**src/rtl/replacement_way_select_pkg.sv**
```systemverilog
// Shared definitions for the cache way-replacement logic: the log2 helper,
// the PLRU node count and the flush FSM state encoding.
package replacement_way_select_pkg;

  localparam int DEFAULT_WAYS = 4;
  localparam int DEFAULT_SETS = 16;

  // A binary tree over N leaves has N-1 internal nodes.
  localparam int PLRU_NODES = DEFAULT_WAYS - 1;

  // Flush sequencer encoding, kept as plain constants for older tool flows.
  localparam logic [0:0] IDLE  = 1'b0;
  localparam logic [0:0] FLUSH = 1'b1;

  // Ceiling log2, used for index widths and the tree depth.
  function automatic int log2(input int value);
    int result;
    result = 0;
    for (int v = value - 1; v > 0; v = v >> 1) begin
      result = result + 1;
    end
    return result;
  endfunction

  // PLRU node count for an arbitrary associativity.
  function automatic int plru_nodes(input int ways);
    return ways - 1;
  endfunction

endpackage

```
**src/rtl/replacement_way_select_plru_tree_logic.sv**
```systemverilog
// Combinational tree-PLRU helpers: walks a set's node bits down to the victim
// leaf, and computes the node bits that result from touching a way.
module plru_tree_logic
  import replacement_way_select_pkg::*;
#(
  parameter int NUMBER_OF_WAYS = DEFAULT_WAYS
) (
  input  logic [NUMBER_OF_WAYS-2:0] lookup_nodes,
  output logic [NUMBER_OF_WAYS-1:0] plru_way,
  input  logic [NUMBER_OF_WAYS-2:0] touch_nodes,
  input  logic [NUMBER_OF_WAYS-1:0] touch_way,
  output logic [NUMBER_OF_WAYS-2:0] next_nodes
);

  localparam int NODES = plru_nodes(NUMBER_OF_WAYS);
  localparam int TREE  = 2 * NUMBER_OF_WAYS - 1;

  // Heap-ordered tree: internal nodes 0..NODES-1, leaves NODES..TREE-1 map to
  // ways 0..NUMBER_OF_WAYS-1 from left to right.
  logic [TREE-1:0]           reach;
  logic [TREE-1:1]           hit;
  logic [NUMBER_OF_WAYS-1:0] touch_lowest;

  // Only the lowest set bit of the touch vector counts as the accessed way.
  assign touch_lowest = touch_way & (~touch_way + 1'b1);

  // Mark every node reached by following the node bits from the root.
  always_comb begin
    reach    = '0;
    reach[0] = 1'b1;
    for (int i = 1; i < TREE; i++) begin
      if ((i % 2) == 0) begin
        reach[i] = reach[(i - 1) / 2] & lookup_nodes[(i - 1) / 2];
      end else begin
        reach[i] = reach[(i - 1) / 2] & ~lookup_nodes[(i - 1) / 2];
      end
    end
  end

  assign plru_way = reach[TREE-1:NODES];

  // Point every node on the touched path toward the other subtree.
  always_comb begin
    hit               = '0;
    hit[TREE-1:NODES] = touch_lowest;
    for (int i = NODES - 1; i >= 1; i--) begin
      hit[i] = hit[2 * i + 1] | hit[2 * i + 2];
    end
    next_nodes = touch_nodes;
    for (int i = 0; i < NODES; i++) begin
      if (hit[2 * i + 1]) begin
        next_nodes[i] = 1'b1;
      end else if (hit[2 * i + 2]) begin
        next_nodes[i] = 1'b0;
      end
    end
  end

endmodule

```
**src/rtl/replacement_way_select.sv**
```systemverilog
// Per-set tree pseudo-LRU victim selector. Prefers an unused way, otherwise
// returns the PLRU victim; records hits/fills and supports a flush sweep.
module replacement_way_select
  import replacement_way_select_pkg::*;
#(
  parameter int NUMBER_OF_WAYS = DEFAULT_WAYS,
  parameter int NUMBER_OF_SETS = DEFAULT_SETS,
  parameter int INDEX_BITS     = log2(NUMBER_OF_SETS)
) (
  input  logic                      clock,
  input  logic                      reset,
  input  logic                      query_valid,
  input  logic [INDEX_BITS-1:0]     query_index,
  input  logic [NUMBER_OF_WAYS-1:0] ways_in_use,
  input  logic                      touch_valid,
  input  logic [INDEX_BITS-1:0]     touch_index,
  input  logic [NUMBER_OF_WAYS-1:0] touch_way,
  input  logic                      flush,
  output logic                      busy,
  output logic                      victim_valid,
  output logic [NUMBER_OF_WAYS-1:0] victim_way,
  output logic                      victim_is_empty
);

  localparam int NODES = plru_nodes(NUMBER_OF_WAYS);
  localparam logic [INDEX_BITS-1:0] LAST_SET = INDEX_BITS'(NUMBER_OF_SETS - 1);

  logic [NODES-1:0]          plru_state [NUMBER_OF_SETS];
  logic [0:0]                state;
  logic [INDEX_BITS-1:0]     sweep_count;
  logic [NODES-1:0]          lookup_nodes;
  logic [NODES-1:0]          touch_nodes;
  logic [NODES-1:0]          next_nodes;
  logic [NUMBER_OF_WAYS-1:0] plru_way;
  logic [NUMBER_OF_WAYS-1:0] empty_way;
  logic                      set_full;
  logic                      accept_query;
  logic                      accept_touch;

  assign busy         = (state == FLUSH);
  assign accept_query = query_valid && !busy;
  assign accept_touch = touch_valid && !busy;

  assign lookup_nodes = plru_state[query_index];
  assign touch_nodes  = plru_state[touch_index];

  // Lowest-numbered zero in the valid bits is the preferred fill target.
  assign set_full  = &ways_in_use;
  assign empty_way = ~ways_in_use & (ways_in_use + 1'b1);

  plru_tree_logic #(
    .NUMBER_OF_WAYS(NUMBER_OF_WAYS)
  ) u_plru_tree_logic (
    .lookup_nodes(lookup_nodes),
    .plru_way    (plru_way),
    .touch_nodes (touch_nodes),
    .touch_way   (touch_way),
    .next_nodes  (next_nodes)
  );

  // Flush sequencer: one set cleared per cycle, back to IDLE after the last.
  always_ff @(posedge clock or posedge reset) begin
    if (reset) begin
      state       <= IDLE;
      sweep_count <= '0;
    end else if (state == IDLE) begin
      if (flush) begin
        state       <= FLUSH;
        sweep_count <= '0;
      end
    end else begin
      if (sweep_count == LAST_SET) begin
        state <= IDLE;
      end
      sweep_count <= sweep_count + 1'b1;
    end
  end

  // PLRU node storage: cleared by reset or the sweep, updated on touches.
  always_ff @(posedge clock or posedge reset) begin
    if (reset) begin
      for (int s = 0; s < NUMBER_OF_SETS; s++) begin
        plru_state[s] <= '0;
      end
    end else if (busy) begin
      plru_state[sweep_count] <= '0;
    end else if (accept_touch) begin
      plru_state[touch_index] <= next_nodes;
    end
  end

  // Registered lookup result; way/empty hold between lookups.
  always_ff @(posedge clock or posedge reset) begin
    if (reset) begin
      victim_valid    <= 1'b0;
      victim_way      <= '0;
      victim_is_empty <= 1'b0;
    end else begin
      victim_valid <= accept_query;
      if (accept_query) begin
        victim_way      <= set_full ? plru_way : empty_way;
        victim_is_empty <= !set_full;
      end
    end
  end

endmodule

```
**config.mk**
```make
export PLATFORM = sky130hd
export DESIGN_NAME = replacement_way_select
export DESIGN_NICKNAME = d
export VERILOG_FILES = /design/src/rtl/replacement_way_select_pkg.sv /design/src/rtl/replacement_way_select_plru_tree_logic.sv /design/src/rtl/replacement_way_select.sv
export SDC_FILE = /design/constraint.sdc
export NUM_CORES = 1
export LEC_CHECK = 0
export ABC_CLOCK_PERIOD_IN_PS = 1700
export CORE_ASPECT_RATIO = 2
export CORE_UTILIZATION = 40
export DETAILED_ROUTE_END_ITERATION = 8
export SLEW_MARGIN = 10
export SYNTH_ARGS = -nofsm -noshare
export SYNTH_HDL_FRONTEND = slang
export SYNTH_SLANG_ARGS = --single-unit
export TNS_END_PERCENT = 100
```
**constraint.sdc**
```tcl
create_clock -name clock -period 1.7 [get_ports clock]
set_input_delay 0.34 -clock clock [delete_from_list [all_inputs] [get_ports clock]]
set_output_delay 0.34 -clock clock [all_outputs]
set_load 0.005 [all_outputs]
```
## Yosys cells after proc, flatten, opt, wreduce, memory -nomap -nowiden

Cells that the tools add are included.

| cells by class | value |
|---|---|
| add/sub/neg operators | 3 |
| magnitude comparators | 5 |
| eq/ne operators | 1 |
| multiplexer cells | 25 |
| bitwise logic cells | 18 |
| reductions and logical operators | 9 |

Operators by type and width:

| operator | number |
|---|---|
| $mux W48 | 2 |
| $and A48 B48 Y48 | 1 |
| $bwmux W48 | 1 |
| $not A48 Y48 | 1 |
| $bmux W3 S4 | 2 |
| $demux W3 S4 | 2 |
| $mux W3 | 6 |
| $ge A5 B5 Y1 const B | 3 |
| $not A4 Y5 | 3 |
| $add A4 B1 Y4 const B | 3 |
| $mux W4 | 3 |
| $lt A5 B1 Y1 const B | 2 |
| $mux W1 | 9 |
| $and A4 B4 Y4 | 2 |
| $not A4 Y4 | 2 |
| $and A1 B1 Y1 | 4 |
| $eq A4 B4 Y1 const B | 1 |
| $logic_and A1 B1 Y1 | 4 |
| $reduce_and A4 Y1 | 1 |
| $reduce_bool A2 Y1 | 2 |
| $not A1 Y1 | 3 |
| $logic_not A1 Y1 | 2 |
| $or A1 B1 Y1 | 2 |

| storage, ports and cells | value |
|---|---|
| flip-flop bits (word level) | 59 |
| input bits | 21 |
| output and inout port bits | 7 |
| word-level logic and storage cells | 82 |

## Longest topological paths before layout

Gate-level depths: netlist (run 1).

| logic depth | value |
|---|---|
| word-level depth | 9 |
| gate-level depth with buffers | 9 |
| mapped depth without buffers | 5 |

## Modules after synthesis

A second synthesis (run 1) with hierarchy kept.

| second synthesis, totals | value |
|---|---|
| cell total of the unflattened synthesis | 374 |
| area total of the unflattened synthesis | 3,664.8 um^2 |

Modules (own cells, without submodules):

| module | instances | cells each | area each (um^2) | seq. area each (um^2) |
|---|---|---|---|---|
| replacement_way_select | 1 | 363 | 3,598.5 | 1,476.4 |
| plru_tree_logic | 1 | 11 | 66.3 | 0.0 |

## Least setup slack after synthesis (run 1)

No wires, ideal clock.

| path | value |
|---|---|
| path type | input port to flip-flop |
| start | in touch_index[0] |
| end | reg plru_state[26] (netlist bit) |
| setup time | 127 ps |
| data arrival time | 1,817 ps |
| required time | 1,573 ps |
| path slack | -244 ps |
| stages on the path | 7 |
| path buffers | 3 |
| path through | buf_6 buf_6 mux4_2 mux2_2 a31oi_4 buf_6 o21ai_0 |

| on the way | value |
|---|---|
| word-level cells in the longest chain between the ends | 9 |
| elaborated cells on any way between the ends | 14 |
| classes of those cells | order compare (2); mux (10); bitwise (1); reduce/logical (1) |

Ends and longest elaborated chain:

| item | line | source |
|---|---|---|
| start: declaration | replacement_way_select.sv:16 | `input logic [INDEX_BITS-1:0] touch_index,` |
| $not A4 Y5 (not written as such) * | replacement_way_select.sv:45, replacement_way_select.sv:88 |  |
| $bmux W3 S4 | replacement_way_select.sv:45 | `assign touch_nodes = plru_state[touch_index];` |
| $mux W3 (not written as such) (2 in series) | replacement_way_select.sv:45 |  |
| $mux W1 | replacement_way_select_plru_tree_logic.sv:53 | `end else if (hit[2 * i + 2]) begin` |
| $mux W1 | replacement_way_select_plru_tree_logic.sv:51 | `if (hit[2 * i + 1]) begin` |
| $bwmux W48 * | replacement_way_select.sv:88 | `plru_state[touch_index] <= next_nodes;` |
| $mux W48 * | replacement_way_select.sv:87 | `end else if (accept_touch) begin` |
| $mux W48 * | replacement_way_select.sv:85 | `end else if (busy) begin` |
| end signal: indexed assignment | replacement_way_select.sv:88 |  |
| end: declaration | replacement_way_select.sv:28 | `logic [NODES-1:0] plru_state [NUMBER_OF_SETS];` |

Every way passes the cells marked *; elsewhere a longest branch is shown, timed or not. The select of a mux whose other input is x is not followed.
A chain may end at the register's enable or synchronous reset.

## Worst setup path in the final report (run 1)

| path | value |
|---|---|
| start | reg plru_state[24] (netlist bit) |
| end | reg plru_state[21] (netlist bit) |

| on the way | value |
|---|---|
| word-level cells in the longest chain between the ends | 8 |

Ends and longest elaborated chain:

| item | line |
|---|---|
| $bmux W3 S4 | replacement_way_select.sv:45 |
| $mux W3 (not written as such) (2 in series) | replacement_way_select.sv:45 |
| $mux W1 | replacement_way_select_plru_tree_logic.sv:53 |
| $mux W1 | replacement_way_select_plru_tree_logic.sv:51 |
| $bwmux W48 | replacement_way_select.sv:88 |
| $mux W48 | replacement_way_select.sv:87 |
| $mux W48 | replacement_way_select.sv:85 |

No other way between the ends. The select of a mux whose other input is x is not followed.

==> metrics.cfg, run 1 <==
[sta]
final_max_slew_viol_count = 0
slew-limit-headroom_pct = 67.5
finalHoldViolations = 0
holdWs_ns = 0.438
post-route-period-util_pct = 111
skew_ns = 0.00799
rsz0062_at_grt = yes
tightest_slew_ns = 0.486
fmax_mhz = 532
setup_viol = 52
fin_crit_ns = 1.88
fin_ws_ns = -0.181

[routing]
drc_errors = 0
vias = 3514
dr.first_iter.drc_count = 169
drtPass1Iterations = 4
ant_nets = 0
avgRoutedWirePerCell_microns = 22.1
via_per_inst = 5.97
wl_microns = 13000

[logic_synthesis]
yosysSeqAreaShare_pct = 41.2
syn_nets = 367
yosysTopAreaCellShare_pct = 41.2
yosys_warnings = 0
ys.flop_type = dfrtp_1
synth.ff_latch_count = 59
avgSynthCellArea_sq_um = 10.5
synth-edff-count = 0
synthArstFlopShare_pct = 100
yosysTopAreaCell = dfrtp_1
synthCells = 342
ys_top_cells_by_area = dfrtp_1, mux4_2, mux2i_1
syn_area_sq_um = 3590
ys_types = 47

[clock_tree]
root_buffer = clkbuf_16
cts_sinks = 59
cts_hold_buf = 0
clockBufferDepth = 2
clock_latency_ns = 0.34
cts_tree = yes
clk_pin_slew_worst_paths_ns = 0.05
htree_levels = 3
cts_buffers = 9

[die]
ios = 28
initial_core_util_pct = 41.5
dieArea_sq_um = 9370
rows = 48
die_width_microns = 69.0
fp.coreArea_sq_um = 8650
die_h_microns = 136

[pwr]
power.density_nw_per_um2 = 1220
p_switching_mw = 2.24
clkPwrFrac_pct = 27.9
power_frac_comb_pct = 42.0
swShare_pct = 33.1
p_int_mw = 4.53
irDropWorstVdd_mv = 0.811
leakage_nw = 2.46
pwr-share-seq_pct = 30.2

[worst_setup_path]
crit_path_end_kind = register
path_max_fanout = 5
worstSetupStartpointType = register
critPathKind = register to register
required_ns = 1.91
cp.arrival_ns = 2.09
r2r_cells = 6

[grt]
antenna_found_initial = 0
grt_start_max_net_pins = 60
grt_pass1_vias = 3612
grt_usage_pct = 29.9
grt-ovfl-total = 0
grt_pass1_wl_microns = 19000

[job]
max_cap_violations = 0

[finish]
fin_util_pct = 64.2
fin_nets = 509
drive_gt1_share_pct = 44.6
antenna_cells = 0
syn_to_final_growth_pct = 54.8

[placement]
place.gp.congestion = 0.926
dp_hpwl_microns = 9430
io_buffers = 27

[worst_hold_path]
hp-class = primary input to asynchronous set/reset pin

[status]
outcome = finished with violations
violations = negative setup slack

==> logic make-up (layout without fill, tap and decap cells) <==
group	Yosys count	count (layout)	share of synthesized area [%]
AOI/OAI and AO/OA	67	67	13.0
adders and majority gates	4	4	1.40
buffers and inverters	24	171	3.56
DFF	59	59	41.2
muxes	51	51	21.3
and+or+nand+nor	137	137	19.6
==> placed cells by master (no fill, tap or decap), types with 2 or more instances in the layout <==
master           instances
buf_4                   91
dfrtp_1                 58
nand3_1                 49
nand2_1                 34
o21ai_2                 29
mux2i_1                 28
buf_6                   22
mux4_2                  20
clkdlybuf4s50_1         19
nor2b_1                 12
nor2_1                  11
clkbuf_16                9
o21ai_1                  6
nand4_1                  6
buf_12                   6
dlygate4sd2_1            5
buf_8                    5
a21oi_1                  4
nand2b_1                 4
ha_1                     4
nand2_2                  3
nand3b_1                 3
inv_1                    3
a22oi_2                  3
mux2_4                   3
clkbuf_8                 3
and3b_1                  2
nor4bb_2                 2
o21a_1                   2
a22oi_1                  2
a22o_1                   2
a311oi_4                 2
clkinvlp_4               2
a31oi_1                  2
clkinv_2                 2
==> power groups by stage <==
stage | logic (mW) | registers, mW | clock network, mW
global route | 3.05 | 2.08 | 1.95
finish | 2.84 | 2.04 | 1.89
CTS | 2.70 | 2.03 | 1.90
detailed placement | 2.41 | 2.06 | 0
global placement | 2.35 | 2.05 | 0
floorplan | 1.22 | 2.02 | 0
==> critical path: stages, from the launching register on <==
cell and delay, ns:
dfrtp_1 0.40, mux4_2 0.48, a22o_1 0.25, a311oi_4 0.26, buf_6 0.17, buf_6 0.13
o21ai_2 0.06
==> final cells by class <==
cell class              instances  area (sq um)
inverters                       4          18.8
flip-flops and latches         59          1480
clock inverters                 4          47.5
repair buffers                151          1410
multi-input cells             259          2210
clock buffers                  12           267
fillers                       677          3100
well taps                     100           125
==> metrics by stage <==
step,std cells,instance area [sq um],TNS (ns),setup WS (ns),power (mW)
global placement,555,4770,-41.83,-0.892,4.40
detailed placement,555,4770,-43.16,-0.927,4.47
global route,589,5550,-9.00,-0.222,7.08
floorplan,342,3630,-6.33,-0.209,3.24
CTS,587,5450,-5.30,-0.153,6.63
finish,589,5550,-6.64,-0.181,6.77
==> flip-flops by register name, indices dropped and copies added (netlist names) <==
name,cells
busy,1
plru_state,48
sweep_count,4
victim_is_empty,1
victim_valid,1
victim_way,4
==> cells in the mapped netlist (2+ instances only) <==
master,number
buf_2,3
o21a_1,2
buf_4,3
nor2b_1,13
nor2_1,12
a22oi_1,5
and3b_1,2
nand2b_1,4
a311oi_4,2
inv_1,4
nand2_1,37
a31oi_1,2
mux4_2,20
buf_1,4
clkbuf_1,7
mux2i_1,28
a22o_1,2
o21ai_0,21
nand4_1,6
o21ai_1,16
mux2_2,3
nand3_1,49
buf_6,3
o22ai_1,2
ha_1,4
nor4b_1,2
dfrtp_1,59
a21oi_1,4
o2bb2ai_1,2
nand3b_1,3
nor4bb_1,2
==> layer usage <==
metal	up-vias	wire length (microns)	GRT usage (%)
met1	1743	4270	28.7
li1	1585	-	-
met2	120	6800	49.2
met5	-	0	0
met4	0	1210	28.1
met3	66	732	6.96
==> final timing paths <==
path | from | endpoint | slack (ns)
max in group asynchronous | reset | busy$_DFF_PP0_ | 0.95
hold / removal | reset | plru_state[37]$_DFFE_PP0P_ | 0.44
hold reg to reg | victim_way[3]$_DFFE_PP0P_ | victim_way[3]$_DFFE_PP0P_ | 0.52
setup reg to reg | plru_state[24]$_DFFE_PP0P_ | plru_state[21]$_DFFE_PP0P_ | -0.18
setup / recovery | plru_state[24]$_DFFE_PP0P_ | plru_state[21]$_DFFE_PP0P_ | -0.18
min in group clock | victim_way[3]$_DFFE_PP0P_ | victim_way[3]$_DFFE_PP0P_ | 0.52
==> timing repair <==
action / in CTS / in global routing
pin swaps: 23 / 10
gates resized for setup: 74 / 30
gates cloned: 2 / 0
buffers inserted: 14 / 4
setup endpoints to repair: 53 / 52
Note: power is estimated with default switching activity, not from simulation.
==> run 2: changes to the inputs <==
--- a/config.mk
+++ b/config.mk
@@ -9,6 +9,7 @@
 export CORE_ASPECT_RATIO = 2
 export CORE_UTILIZATION = 40
 export DETAILED_ROUTE_END_ITERATION = 8
+export HOLD_SLACK_MARGIN = 0.02
 export SLEW_MARGIN = 10
 export SYNTH_ARGS = -nofsm -noshare
 export SYNTH_HDL_FRONTEND = slang
==> results of run 2 <==
The final DEF is identical to that of run 1; final timing and power are the same.
